## src/rtl/seg7_readback.sv

```systemverilog
// Seven-segment readback monitor: decodes sampled segment buses back to BCD digits,
// accepting a pattern only after it has been stable for STABLE_CYC enabled samples.
module seg7_readback #(
   parameter int unsigned N_DIG      = 4,
   parameter bit          SEG_AL     = 1'b1,
   parameter int unsigned STABLE_CYC = 4,
   parameter int unsigned CNT_W      = 8
) (
   input  logic                 clk_i,
   input  logic                 rst_ni,
   input  logic                 en_i,
   input  logic                 clr_err_i,
   input  logic [7*N_DIG-1:0]   hex_in_i,
   output logic [4*N_DIG-1:0]   digit_o,
   output logic [N_DIG-1:0]     dig_valid_o,
   output logic [N_DIG-1:0]     upd_o,
   output logic [CNT_W-1:0]     err_cnt_o,
   output logic                 err_flag_o
);

   localparam int unsigned CW     = $clog2(STABLE_CYC + 1);
   localparam logic [CW-1:0] CntMax  = CW'(STABLE_CYC);
   localparam logic [CW-1:0] CntLast = CW'(STABLE_CYC - 1);
   localparam int unsigned ErrMax = (1 << CNT_W) - 1;

   logic [N_DIG-1:0][6:0]    p_q, p_d;
   logic [N_DIG-1:0][CW-1:0] cnt_q, cnt_d;
   logic [4*N_DIG-1:0]       digit_q, digit_d;
   logic [N_DIG-1:0]         valid_q, valid_d;
   logic [N_DIG-1:0]         upd_q, upd_d;
   logic [CNT_W-1:0]         err_cnt_q, err_cnt_d;
   logic                     err_flag_q, err_flag_d;

   logic [6:0]   n;
   logic         acc;
   logic [5:0]   dec;
   int unsigned  nerr;
   int unsigned  sum;

   // Returns {valid, error, digit}
   function automatic logic [5:0] decode(input logic [6:0] s);
      case (s)
         7'h3F:   decode = {2'b10, 4'h0};
         7'h06:   decode = {2'b10, 4'h1};
         7'h5B:   decode = {2'b10, 4'h2};
         7'h4F:   decode = {2'b10, 4'h3};
         7'h66:   decode = {2'b10, 4'h4};
         7'h6D:   decode = {2'b10, 4'h5};
         7'h7D:   decode = {2'b10, 4'h6};
         7'h07:   decode = {2'b10, 4'h7};
         7'h7F:   decode = {2'b10, 4'h8};
         7'h6F:   decode = {2'b10, 4'h9};
         7'h00:   decode = {2'b00, 4'hF};
         default: decode = {2'b01, 4'hE};
      endcase
   endfunction

   always_comb begin
      p_d     = p_q;
      cnt_d   = cnt_q;
      digit_d = digit_q;
      valid_d = valid_q;
      upd_d   = '0;
      n       = '0;
      acc     = 1'b0;
      dec     = '0;
      nerr    = 0;
      for (int i = 0; i < int'(N_DIG); i++) begin
         n   = SEG_AL ? ~hex_in_i[7*i +: 7] : hex_in_i[7*i +: 7];
         acc = 1'b0;
         if (en_i) begin
            if (n == p_q[i]) begin
               // Saturating run counter: accept fires only on the step into CntMax
               if (cnt_q[i] != CntMax) begin
                  cnt_d[i] = cnt_q[i] + CW'(1);
                  acc      = (cnt_q[i] == CntLast);
               end
            end else begin
               p_d[i]   = n;
               cnt_d[i] = CW'(1);
               acc      = (STABLE_CYC == 1);
            end
         end
         if (acc) begin
            dec              = decode(n);
            digit_d[4*i +: 4] = dec[3:0];
            valid_d[i]       = dec[5];
            upd_d[i]         = ({dec[3:0], dec[5]} != {digit_q[4*i +: 4], valid_q[i]});
            if (dec[4]) nerr = nerr + 1;
         end
      end
      // Clear takes effect first, then this cycle's error events are added
      sum = (clr_err_i ? 0 : int'(err_cnt_q)) + nerr;
      if (sum > ErrMax) sum = ErrMax;
      err_cnt_d  = CNT_W'(sum);
      err_flag_d = (err_flag_q & ~clr_err_i) | (nerr != 0);
   end

   always_ff @(posedge clk_i or negedge rst_ni) begin
      if (!rst_ni) begin
         p_q        <= '0;
         cnt_q      <= '0;
         digit_q    <= '1;
         valid_q    <= '0;
         upd_q      <= '0;
         err_cnt_q  <= '0;
         err_flag_q <= 1'b0;
      end else begin
         p_q        <= p_d;
         cnt_q      <= cnt_d;
         digit_q    <= digit_d;
         valid_q    <= valid_d;
         upd_q      <= upd_d;
         err_cnt_q  <= err_cnt_d;
         err_flag_q <= err_flag_d;
      end
   end

   assign digit_o     = digit_q;
   assign dig_valid_o = valid_q;
   assign upd_o       = upd_q;
   assign err_cnt_o   = err_cnt_q;
   assign err_flag_o  = err_flag_q;

endmodule

```

## config.mk

```make
export PLATFORM = sky130hd
export DESIGN_NAME = seg7_readback
export DESIGN_NICKNAME = d
export VERILOG_FILES = /design/src/rtl/seg7_readback.sv
export SDC_FILE = /design/constraint.sdc
export NUM_CORES = 1
export LEC_CHECK = 0
export CORE_UTILIZATION = 38
export CTS_CLUSTER_DIAMETER = 100
export DETAILED_ROUTE_END_ITERATION = 12
export GPL_TIMING_DRIVEN = 0
export MAX_ROUTING_LAYER = met4
export PLACE_DENSITY = 0.6
export SKIP_LAST_GASP = 1
export SYNTH_ARGS = -nofsm -noshare
export SYNTH_HDL_FRONTEND = slang
export SYNTH_SLANG_ARGS = --single-unit
```

## constraint.sdc

```tcl
create_clock -name clk_i -period 5.9 [get_ports clk_i]
set_input_delay 0.59 -clock clk_i [delete_from_list [all_inputs] [get_ports clk_i]]
set_output_delay 0.59 -clock clk_i [all_outputs]
set_load 0.05 [all_outputs]
```

==> results of run 1 <==
[worst max-delay path, stage by stage]
cell and delay [ns]:
clkdlybuf4s50_1 0.47, and4b_1 0.27, a21oi_1 0.03, or4_1 0.43, o21ai_1 0.26, nor2_1 0.17, ha_1 0.29, and2_1 0.15
or2_2 0.27, ha_1 0.31, mux2_2 0.31, ha_1 0.30, nor2_1 0.05, or2_1 0.22, fa_1 0.40, nor2b_1 0.14
o21ai_0 0.09, nand2b_1 0.18, nand4b_1 0.28, o21ai_0 0.17
[registers in the layout, indices dropped and copies added, names as in the netlist]
name         flops
digit_o         16
err_flag_o       1
cnt_q           12
err_cnt_o        8
upd_o            4
dig_valid_o      4
p_q             28
[layer usage]
metal	track usage	vias up	wire length (um)	share of wire
met1	0.219	1904	4870	0.46
met5	-	-	0	0
met3	0.0272	12	422	0.039
li1	-	2010	-	-
met2	0.284	85	5200	0.49
met4	0.0897	0	195	0.018
[through the flow]
| stage | utilization | power (mW) |
|---|---|---|
| finish | 0.465 | 1.21 |
| global route | 0.465 | 1.26 |
| CTS | 0.465 | 1.23 |
| detailed placement | 0.443 | 0.704 |
| global placement | 0.442 | 0.697 |
| floorplan | - | 0.652 |
[layout by cell type, fill, tap and decap left out, types with 14 or more instances in the layout]
cell type | netlist | layout
clkdlybuf4s50_1 | 0 | 44
o21ai_0 | 49 | 49
ha_1 | 19 | 19
inv_1 | 20 | 20
dfrtp_1 | 57 | 57
nand2_1 | 50 | 50
a21oi_1 | 20 | 20
nor2_1 | 31 | 31
xnor2_1 | 31 | 31
mux2_2 | 18 | 18
dfstp_2 | 16 | 16
xor2_1 | 22 | 22
clkbuf_1 | 12 | 14
buf_2 | 14 | 14
[cell type report]
cell class	count	area (sq um)
buffer	35	188
clock buffer	14	274
fill	1252	6750
inverter	20	75.1
multi-input combinational	402	2800
sequential	73	1850
tap	172	215
timing repair buffer	46	468
[cells by family (layout without fill, tap and decap cells)]
| kind of cell | Yosys count | after routing | synth area share |
|---|---|---|---|
| xor gates and xnor gates | 53 | 53 | 0.0945 |
| buffers and inverters | 55 | 115 | 0.0535 |
| and+or+nand+nor | 190 | 190 | 0.225 |
| DFF | 73 | 73 | 0.376 |
| adders and majority gates | 20 | 20 | 0.0525 |
| AOI/OAI and AO/OA | 115 | 115 | 0.145 |
| muxes | 24 | 24 | 0.0535 |
[final timing paths]
path | from | to | slack (ns) | cells past startpoint
min reg2reg | digit_o[11]$_DFFE_PN1P_ | digit_o[11]$_DFFE_PN1P_ | 0.50 | 2
max reg2reg | p_q[5]$_DFFE_PN0P_ | err_cnt_o[2]$_DFF_PN0_ | 1.32 | 18
min | rst_ni | upd_o[3]$_DFF_PN0_ | 0.21 | 1
max in group asynchronous | rst_ni | digit_o[4]$_DFFE_PN1N_ | 5.04 | 2
min in group clk_i | digit_o[11]$_DFFE_PN1P_ | digit_o[11]$_DFFE_PN1P_ | 0.50 | 2
max | hex_in_i[8] | err_cnt_o[2]$_DFF_PN0_ | 0.75 | 20
[power groups by stage]
stage	registers [mW]	clock network, mW	logic, mW
CTS	0.534	0.532	0.162
detailed placement	0.542	0	0.162
floorplan	0.542	0	0.110
global route	0.536	0.549	0.180
finish	0.534	0.515	0.160
global placement	0.541	0	0.155
==> impl_metrics.py, run 1 <==
metrics = {
    "outcome": {
        "status": "completed",
    },
    "detailed_routing": {
        "ant_nets": 0,
        "post_drt_wl_per_cell_um": 14.0,
        "drt-total-wl_um": 10700,
        "drt_iter0_drc": 162,
        "viasPerCell": 5.26,
        "first_pass_iters": 4,
        "drcViolationCount": 0,
        "vias": 4011,
    },
    "power": {
        "vdd.ir_drop.worst_mv": 0.112,
        "p_sw_uw": 309,
        "intPower_uw": 900,
        "pwr_density_cell_mw_per_mm2": 206,
        "p_comb_frac": 0.133,
        "swShare": 0.256,
        "p_seq_frac": 0.441,
        "clkPwrFrac": 0.426,
        "leakagePower_nw": 2.43,
    },
    "placed_design": {
        "place_inst": 748,
        "dp_hpwl_um": 7850,
        "place_congestion": 0.831,
        "placed_cell_area_sq_mm": 0.00559,
        "dp_slack_ns": 0.414,
        "port_buffers": 45,
    },
    "sta": {
        "fin_crit_sh": 0.872,
        "hold_ws_ns": 0.209,
        "skew_ns": 0.00433,
        "slew_viol_final": 0,
        "hold_viol": 0,
        "tightestPinTransition_ns": 0.675,
        "setup_slack_ns": 0.754,
        "slew_headroom": 0.546,
        "setup_viol": 0,
        "max_freq_mhz": 194,
        "period_needed_ns": 5.15,
        "tns_ns": 0,
        "rsz0062_at_grt": "false",
    },
    "clocking": {
        "cts.sinks": 73,
        "clk_pin_slew_worst_paths_ns": 0.06,
        "tritoncts": "built",
        "postCtsHoldBufs": 0,
        "ctsRootBufferMaster": "clkbuf_16",
        "ctsHtreeMaxLevel": 3,
        "cts_setup_buffers": 0,
        "numCtsBuffers": 9,
        "cts-resized-gates": 0,
        "clock_path_buffers": 2,
        "insertion_delay_ns": 0.34,
    },
    "yosys": {
        "synth.distinct_cells": 74,
        "yosysSeqAreaShare": 0.376,
        "ys.flop_type": "dfrtp_1",
        "synthTopCellsByCount": "57 x dfrtp_1, 50 x nand2_1, 49 x o21ai_0",
        "synthTopCellsByArea": "dfrtp_1 29%, dfstp_2 8.6%, xnor2_1 5.5%",
        "syn_nets": 582,
        "ys_seq_elements": 73,
        "synth.avg_cell_area_sq_um": 9.27,
        "async_reset_ff_frac": 1.00,
        "synth_edf_count": 0,
        "yosys_warnings": 0,
        "synthCells": 530,
        "yosysTopAreaCell": "dfrtp_1",
        "netlist.area_leader.share": 0.290,
        "yosysMostFrequentCell": "dfrtp_1",
        "synth_area_sq_mm": 0.00491,
    },
    "worst_setup_path": {
        "end_kind": "flop",
        "worstSetupPathType": "in2reg",
        "cp_max_fo": 6,
        "cp.arrival_ns": 5.40,
        "start_kind": "input pin",
        "crit_required_ns": 6.15,
    },
    "global_route": {
        "grt_pass1_wl_um": 17900,
        "overflow": 0,
        "grt_pass1_vias": 3764,
        "antenna_found_initial": 0,
        "grt_max_degree": 40,
        "grt_use_total": 0.178,
    },
    "floorplan": {
        "die_area_sq_mm": 0.0134,
        "ios": 65,
        "die_w_um": 116,
        "start_util": 0.389,
        "fp.coreArea_sq_mm": 0.0126,
        "num_rows": 41,
        "chipHeight_um": 116,
    },
    "layout": {
        "drive_above_1_share": 0.147,
        "n_antenna_cell": 0,
        "final_nets": 639,
        "stdcell_count": 762,
        "stdcell_area_sq_mm": 0.00587,
        "areaGrowthSynthToFinish_pct": 19.5,
    },
    "flow_run": {
        "drv_cap": 0,
    },
    "worst_hold_path": {
        "hp-class": "in2async",
    },
}
No activity file was read; power rests on OpenSTA's default activity.
==> inputs of run 2 (changes only) <==
--- a/config.mk
+++ b/config.mk
@@ -5,12 +5,12 @@
 export SDC_FILE = /design/constraint.sdc
 export NUM_CORES = 1
 export LEC_CHECK = 0
-export CORE_UTILIZATION = 38
+export CORE_UTILIZATION = 28
 export CTS_CLUSTER_DIAMETER = 100
 export DETAILED_ROUTE_END_ITERATION = 12
 export GPL_TIMING_DRIVEN = 0
 export MAX_ROUTING_LAYER = met4
-export PLACE_DENSITY = 0.6
+export PLACE_DENSITY = 0.47
 export SKIP_LAST_GASP = 1
 export SYNTH_ARGS = -nofsm -noshare
 export SYNTH_HDL_FRONTEND = slang
==> run 2 against run 1 <==
  * Maximum frequency is 1.7% lower
  * Die area rose by 35%
  * First-iteration DRC count fell by 30%
  * Cell area is 2.0% higher
  * Combinational power barely moved
  * Register-to-register slack lost 0.03 ns
  * Clock-buffer cell count fell by 5
  * Sequential cell count unchanged
  * Via count is 0.40% lower
  * Worst hold slack got worse by 0.087 ns
  * Critical path type unchanged
  * Largest power group is now the clock network
==> impl_metrics.py, run 2 (synthesized netlist as in run 1, its figures left out) <==
metrics = {
    "placed_design": {
        "place_inst": 801,
        "place_congestion": 0.779,
        "dp_hpwl_um": 8490,
        "port_buffers": 45,
    },
    "layout": {
        "mostFrequentLayoutCells": "57 x dfrtp_1, 50 x nand2_1, 49 x o21ai_0",
        "final_core_util": 0.347,
        "seqCellArea_sq_mm": 0.00185,
        "top_register": "p_q",
        "fillCellCount": 1714,
        "areaGrowthSynthToFinish_pct": 21.9,
        "final_nets": 639,
        "multi_input_area_sq_mm": 0.00280,
        "stdcell_count": 817,
        "n_antenna_cell": 0,
        "final_common_cell": "dfrtp_1",
        "drive_above_1_share": 0.154,
        "largest_reg_flops": 28,
    },
    "sta": {
        "rsz0062_at_grt": "false",
        "hold_ws_ns": 0.122,
        "fin_crit_sh": 0.887,
        "skew_ns": 0.00674,
        "setup_viol": 0,
        "slew_viol_final": 0,
        "period_needed_ns": 5.24,
        "tns_ns": 0,
        "slew_headroom": 0.513,
        "hold_viol": 0,
        "tightestPinTransition_ns": 0.725,
        "max_freq_mhz": 191,
    },
    "power": {
        "vdd.ir_drop.worst_mv": 0.147,
        "total_power_mw": 1.29,
        "pwr_density_cell_mw_per_mm2": 215,
        "leakagePower_nw": 2.45,
    },
    "clocking": {
        "numCtsBuffers": 9,
        "clock_path_buffers": 2,
        "insertion_delay_ns": 0.34,
        "clk_pin_slew_worst_paths_ns": 0.06,
        "ctsHtreeMaxLevel": 3,
        "cts.sinks": 73,
        "postCtsHoldBufs": 0,
        "tritoncts": "built",
        "cts_setup_buffers": 0,
        "cts-resized-gates": 0,
        "ctsRootBufferMaster": "clkbuf_16",
    },
    "global_route": {
        "grt_pass1_wl_um": 19200,
        "grt_max_degree": 58,
        "grt_use_total": 0.139,
        "overflow": 0,
        "antenna_found_initial": 0,
        "grt_pass1_vias": 3854,
    },
    "floorplan": {
        "num_rows": 48,
        "start_util": 0.285,
        "chipHeight_um": 134,
        "die_area_sq_mm": 0.0181,
        "die_w_um": 134,
        "fp.coreArea_sq_mm": 0.0172,
        "ios": 65,
    },
    "worst_setup_path": {
        "cpPeakStageDelay_ns": 0.48,
        "cp.depth": 20,
        "crit_family": "simple AND/OR/NAND/NOR gates",
        "cp.arrival_ns": 5.49,
        "worstSetupPathType": "in2reg",
        "start_kind": "input pin",
        "worst_path_most_repeated_cell": "ha_1",
        "cpMaxStageDelayCell": "clkdlybuf4s50_1",
        "rr_worst_depth": 18,
        "crit_required_ns": 6.15,
        "end_kind": "flop",
        "cp_max_fo": 6,
        "crit_chain": "clkdlybuf4s50_1 -> and4b_1 -> a21oi_1 -> or4_1 -> o21ai_1 -> nor2_1 -> ha_1 -> and2_1 -> or2_2 -> ha_1 -> mux2_2 -> ha_1 -> nor2_1 -> or2_1 -> fa_1 -> nor2b_1 -> o21ai_0 -> nand2b_1 -> nand4b_1 -> o21ai_0",
        "critPathBufInv": 1,
    },
    "detailed_routing": {
        "vias": 3995,
        "post_drt_wl_per_cell_um": 14.0,
        "ant_nets": 0,
        "drcViolationCount": 0,
        "viasPerCell": 4.89,
        "drt-total-wl_um": 11400,
        "first_pass_iters": 4,
        "drt_iter0_drc": 113,
    },
    "outcome": {
        "status": "completed",
    },
    "worst_hold_path": {
        "hp-class": "in2async",
    },
    "flow_run": {
        "drv_cap": 0,
    },
}
run 2: changes by cell type in the layout (fill, tap and decap cells not counted), moves of 2 or more:
cell       previous run  this run
clkbuf_8              3         0
bufinv_16             0         2
clkbuf_1             14        12
clkinv_2              0         2
clkinv_4              0         2
run 2: final cells by class:
cell class	count	share of cell area
buffer	35	0.0313
clock buffer	9	0.0376
clock inverter	7	0.0159
inverter	20	0.0125
multi-input combinational	402	0.468
sequential	73	0.308
tap	225	0.0470
timing repair buffer	46	0.0794
run 2: metal layers:
metal	vias up	track usage	part of all wire
met3	9	0.0265	0.032
met4	0	0.0581	0.014
met5	-	-	0
met1	1913	0.168	0.47
met2	67	0.228	0.48
li1	2006	-	-
run 2: metrics by stage:
| stage | instance area, sq um | worst slack [ns] |
|---|---|---|
| 6_report | 5990 | 0.664 |
| 5_1_grt | 5990 | 0.287 |
| 4_1_cts | 5990 | 0.697 |
| 3_5_place_dp | 5670 | 0.330 |
| 3_3_place_gp | 5640 | 0.409 |
| 2_1_floorplan | 4910 | 1.24 |
run 2: power breakdown:
part / internal (mW) / switching [mW]
Sequential: 0.520 / 0.0132
Clock: 0.370 / 0.223
Combinational: 0.0650 / 0.0969
Total: 0.955 / 0.333
run 2: worst paths after layout:
check	slack, ns	from	end
worst max register to register	1.29	p_q[5]$_DFFE_PN0P_	err_cnt_o[5]$_DFF_PN0_
min in group clk_i	0.50	p_q[9]$_DFFE_PN0P_	p_q[9]$_DFFE_PN0P_
worst max-delay path	0.66	hex_in_i[8]	err_cnt_o[5]$_DFF_PN0_
max in group asynchronous	5.16	rst_ni	digit_o[7]$_DFFE_PN1N_
worst min register to register	0.50	p_q[9]$_DFFE_PN0P_	p_q[9]$_DFFE_PN0P_
worst min-delay path	0.12	rst_ni	err_cnt_o[1]$_DFF_PN0_
